$ cat config.mk
export PLATFORM = sky130hd
export DESIGN_NAME = cdb_arbiter
export DESIGN_NICKNAME = d
export VERILOG_FILES = /design/src/rtl/cdb_arbiter.sv
export SDC_FILE = /design/constraint.sdc
export NUM_CORES = 1
export LEC_CHECK = 0
export CAP_MARGIN = 15
export CORE_AREA = 2 2 100 102
export DETAILED_ROUTE_END_ITERATION = 6
export DIE_AREA = 0 0 102 104
export GPL_TIMING_DRIVEN = 0
export PLACE_DENSITY = 0.91
export REMOVE_ABC_BUFFERS = 1
export SLEW_MARGIN = 10
export SYNTH_ARGS = -nofsm -noshare
export SYNTH_HDL_FRONTEND = slang
export SYNTH_SLANG_ARGS = --single-unit
$ cat constraint.sdc
create_clock -name clk -period 4.67 [get_ports clk]
set_input_delay 0.467 -clock clk [delete_from_list [all_inputs] [get_ports clk]]
set_output_delay 0.467 -clock clk [all_outputs]
set_load 0.005 [all_outputs]
$ cat src/rtl/cdb_arbiter.sv
// rtl/cdb_arbiter.sv - round-robin common data bus arbiter with a registered broadcast slot
package cdb_arbiter_pkg;
  typedef struct packed {
    logic [0:3] cr0;
    logic       so;
    logic       ov;
    logic       ca;
  } cond_exception_t;
endpackage

module cdb_arbiter
  import cdb_arbiter_pkg::*;
#(
  parameter int UNITS       = 4,
  parameter int RS_ID_WIDTH = 5
) (
  input  logic                                  clk,
  input  logic                                  rst,
  input  logic            [0:UNITS-1]           unit_valid,
  output logic            [0:UNITS-1]           unit_ready,
  input  logic            [0:UNITS-1][0:RS_ID_WIDTH-1] unit_rs_id,
  input  logic            [0:UNITS-1][0:4]      unit_result_reg_addr,
  input  logic            [0:UNITS-1][0:31]     unit_result,
  input  cond_exception_t [0:UNITS-1]           unit_cr0_xer,
  output logic                                  cdb_valid,
  input  logic                                  cdb_ready,
  output logic            [0:RS_ID_WIDTH-1]     cdb_rs_id,
  output logic            [0:4]                 cdb_result_reg_addr,
  output logic            [0:31]                cdb_result,
  output cond_exception_t                       cdb_cr0_xer,
  output logic            [0:$clog2(UNITS)-1]   cdb_grant_idx
);

  localparam int IDX_W = $clog2(UNITS);

  logic [IDX_W-1:0] rr_ptr;
  logic [IDX_W-1:0] grant_idx;
  logic [IDX_W-1:0] next_ptr;
  logic [IDX_W:0]   cand;
  logic             grant_any;
  logic             slot_free;

  // The slot can accept a new result when empty or when it drains this cycle.
  assign slot_free = !cdb_valid || cdb_ready;

  always_comb begin
    unit_ready = '0;
    grant_idx  = '0;
    grant_any  = 1'b0;
    cand       = '0;
    if (!rst && slot_free) begin
      for (int i = 0; i < UNITS; i++) begin
        cand = {1'b0, rr_ptr} + (IDX_W+1)'(i);
        if (cand >= (IDX_W+1)'(UNITS)) cand = cand - (IDX_W+1)'(UNITS);
        if (!grant_any && unit_valid[cand[IDX_W-1:0]]) begin
          grant_any = 1'b1;
          grant_idx = cand[IDX_W-1:0];
        end
      end
      if (grant_any) unit_ready[grant_idx] = 1'b1;
    end
  end

  // Explicit wrap so non-power-of-two unit counts never point past the last unit.
  always_comb begin
    next_ptr = grant_idx + 1'b1;
    if (grant_idx == IDX_W'(UNITS - 1)) next_ptr = '0;
  end

  always_ff @(posedge clk) begin
    if (rst) begin
      cdb_valid           <= 1'b0;
      cdb_rs_id           <= '0;
      cdb_result_reg_addr <= '0;
      cdb_result          <= '0;
      cdb_cr0_xer         <= '0;
      cdb_grant_idx       <= '0;
      rr_ptr              <= '0;
    end else if (grant_any) begin
      cdb_valid           <= 1'b1;
      cdb_rs_id           <= unit_rs_id[grant_idx];
      cdb_result_reg_addr <= unit_result_reg_addr[grant_idx];
      cdb_result          <= unit_result[grant_idx];
      cdb_cr0_xer         <= unit_cr0_xer[grant_idx];
      cdb_grant_idx       <= grant_idx;
      rr_ptr              <= next_ptr;
    end else if (cdb_ready) begin
      cdb_valid <= 1'b0;
    end
  end

endmodule

==> flow_metrics.tcl <==
set metrics [dict create \
    finalClockSkew_ns 0.008563 \
    stdcell_count 748 \
    reg2reg_depth 6 \
    gp_congestion 0.8833 \
    power.switching_mw 0.5755 \
    syn_inst 388 \
    timing.final.crit_share_pct 78.96 \
    drive_above_1_share_pct 8.943 \
    vias 4495 \
    synthArstFlopShare_pct 0 \
    min_from "cdb_grant_idx[1]" \
    r2r_slack_ns 2.04 \
    worstSetupEndpointType "primary output" \
    cts_tree "done" \
    yosys.area.top_type "dfxtp_1" \
    rr_startpoint "rr_ptr[0]" \
    core-area_sq_um 9549 \
    ios 259 \
    final_nets 817 \
    dp.cells 740 \
    postCtsSetupBuffers 0 \
    synth_area_leaders "dfxtp_1 (31%), a221o_1 (10%), mux2_2 (8.8%)" \
    crit_chain "clkdlybuf4s50_1, nor2b_1, o21a_2, nor3_1, nor3_1, clkdlybuf4s50_1" \
    worst-path-buf-inv 2 \
    critPathTopFamily "buffers and inverters" \
    hold_end "cdb_grant_idx[1]" \
    grt-ovfl-total 0 \
    die_area_sq_um 10610 \
    yosysWarnings 0 \
    p_leak_nw 2.353 \
    synthFlopType "dfxtp_1" \
    worst_path_max_delay_cell "o21a_2" \
    fp.dieH_um 104 \
    drt_pre_antenna_iters 7 \
    slowest_delay_ns 0.79 \
    slew_viol_final 0 \
    cts_buffer_depth 2 \
    synth_cell_types 34 \
    max_slew.worst_pin.slew_ns 0.9358 \
    clk_pin_slew_ns 0.11 \
    place_worst_setup_slack_ns 1.038 \
    synth_edf_count 0 \
    hold_viol 0 \
    clkPwrFrac_pct 16.2 \
    drt_iter0_drc 224 \
    clock_sinks 54 \
    initial_core_util_pct 36.33 \
    hpwl_mm 11.58 \
    viasPerCell 6.009 \
    grt_pass1_wl_mm 24.29 \
    ys_top_cells_by_count "dfxtp_1 (54), a21oi_1 (53), clkbuf_1 (37)" \
    nFillCells 778 \
    power_density_nw_per_um2 272.0 \
    cts-root-buf "clkbuf_8" \
    fp-row-count 36 \
    design_power_total_mw 1.742 \
    outcome "completed" \
    p_int_mw 1.167 \
    clock_latency_ns 0.31 \
    cts_hold_buf 0 \
    cts_buffers 5 \
    setup_tns_ns 0 \
    cts-resized-gates 0 \
    synth_top_area_share_pct 31.16 \
    drc 0 \
    ys_seq_elements 54 \
    antenna_found_initial 0 \
    grt.total_usage_pct 28.59 \
    diodes 0 \
    period_needed_ns 3.687 \
    irDropWorstVdd_v 0.0001259 \
    syn_to_final_growth_pct 84.57 \
    rsz0062_at_grt "no" \
    cap_violations 0 \
    finalSetupViolations 0 \
    cp_max_fo 36 \
    wl_per_cell_um 20.93 \
    crit_path_start_kind "primary input" \
    hold_path_depth 2 \
    r2r-end "cdb_result[27]" \
    syn_avg_cell_area_sq_um 8.942 \
    p_sw_share_pct 33.03 \
    fmax_mhz 271.2 \
    share_comb_of_total_power_pct 49.4 \
    critPathKind "primary input to primary output" \
    die_width_um 102 \
    cp-startpoint "unit_valid[2]" \
    finalWorstSetupSlack_ns 0.9826 \
    required_ns 4.20 \
    port_buffers 258 \
    slew_headroom_pct 37.19 \
    grt_max_degree 57 \
    arrival_ns 3.22 \
    hold_class "register to register" \
    h-tree-depth 2 \
    post-synth-top-count-cell "dfxtp_1" \
    seqPwrFrac_pct 34.4 \
    wirelength_mm 15.66 \
    grt_pass1_vias 4758 \
    seq_area_frac_synth_pct 31.16 \
    syn_area_sq_um 3470 \
    ant_nets 0 \
]
[registers in the layout, summed over array words and instances, names as in the netlist]
| signal | cells |
|---|---|
| cdb_result_reg_addr | 5 |
| cdb_valid | 1 |
| cdb_cr0_xer | 7 |
| rr_ptr | 2 |
| cdb_grant_idx | 2 |
| cdb_rs_id | 5 |
| cdb_result | 32 |
[through the flow]
stage	util [%]	area, sq um	hold slack [ns]
3_3_place_gp	62.91	6007	0.4383
5_1_grt	67.06	6404	0.5131
4_1_cts	67.06	6404	0.4945
3_5_place_dp	66.06	6309	0.4693
2_1_floorplan	-	3258	0.4487
6_report	67.06	6404	0.4907
[kinds of logic after synthesis]
group,synth area share (%)
simple gates,13.99
buf+inv,6.311
flops,31.16
compound gates,32.89
mux,15.40
xor+xnor,0.2525
[worst max path at each step]
stage                                 to  slack, ns  cells past startpoint
after global placement     unit_ready[2]      -2.55                      6
after CTS                  unit_ready[0]       1.02                      6
final                      unit_ready[0]       0.98                      6
after global routing       unit_ready[0]       0.86                      6
after detailed placement   unit_ready[0]       1.04                      6
after floorplan           cdb_result[22]      -0.05                      5
[final cells by class]
type	count	area (sq um)	area share, %
repair buffers	267	2818	44.00
multi-input cells	284	2236	34.92
flip-flops and latches	54	1081	16.88
well taps	133	166.4	2.599
clock buffers	5	68.82	1.075
clock inverters	3	26.28	0.4103
inverters	2	7.507	0.1172
[routing by layer]
| layer | track usage, % | share of wire, % |
|---|---|---|
| met1 | 33.42 | 39 |
| met2 | 50.33 | 50 |
| met4 | 11.71 | 3.7 |
| met3 | 5.309 | 7.2 |
| met5 | 0 | 0 |
[cells in the final DEF (no fill, tap or decap), types with 2 or more instances in the layout]
cell type        netlist  final
a211oi_1              28     28
a21oi_1               53     52
a221o_1               35     35
and4_1                14     14
buf_16                 0      8
clkbuf_8               0      5
clkdlybuf4s50_1        0    258
clkinv_4               0      3
dfxtp_1               54     54
inv_1                  2      2
mux2_1                 8      8
mux2_2                27     27
mux2i_1               14     14
nand2_1                4      3
nand2b_1               2      2
nand4_1               35     35
nor2_1                 5      5
nor2b_1                4      4
nor3_1                 2      2
nor3_4                 0      2
o21ai_0                3      3
o21ai_4                0      2
o31ai_1               35     35
[tightest hold or removal path: cells and delay by family (launching register included)]
family	cells	cell delay, ns
AND/OR/NAND/NOR	1	0.05
flip-flops	1	0.33
AO/OA/AOI/OAI	1	0.06
[power groups by stage]
| stage | registers, mW | logic, mW | clock network, mW |
|---|---|---|---|
| 6_report | 0.599 | 0.861 | 0.283 |
| 5_1_grt | 0.607 | 0.916 | 0.303 |
| 4_1_cts | 0.598 | 0.861 | 0.286 |
| 3_5_place_dp | 0.608 | 0.858 | 0 |
| 3_3_place_gp | 0.600 | 0.793 | 0 |
| 2_1_floorplan | 0.608 | 0.351 | 0 |
Power figures use the tool's default switching activity.
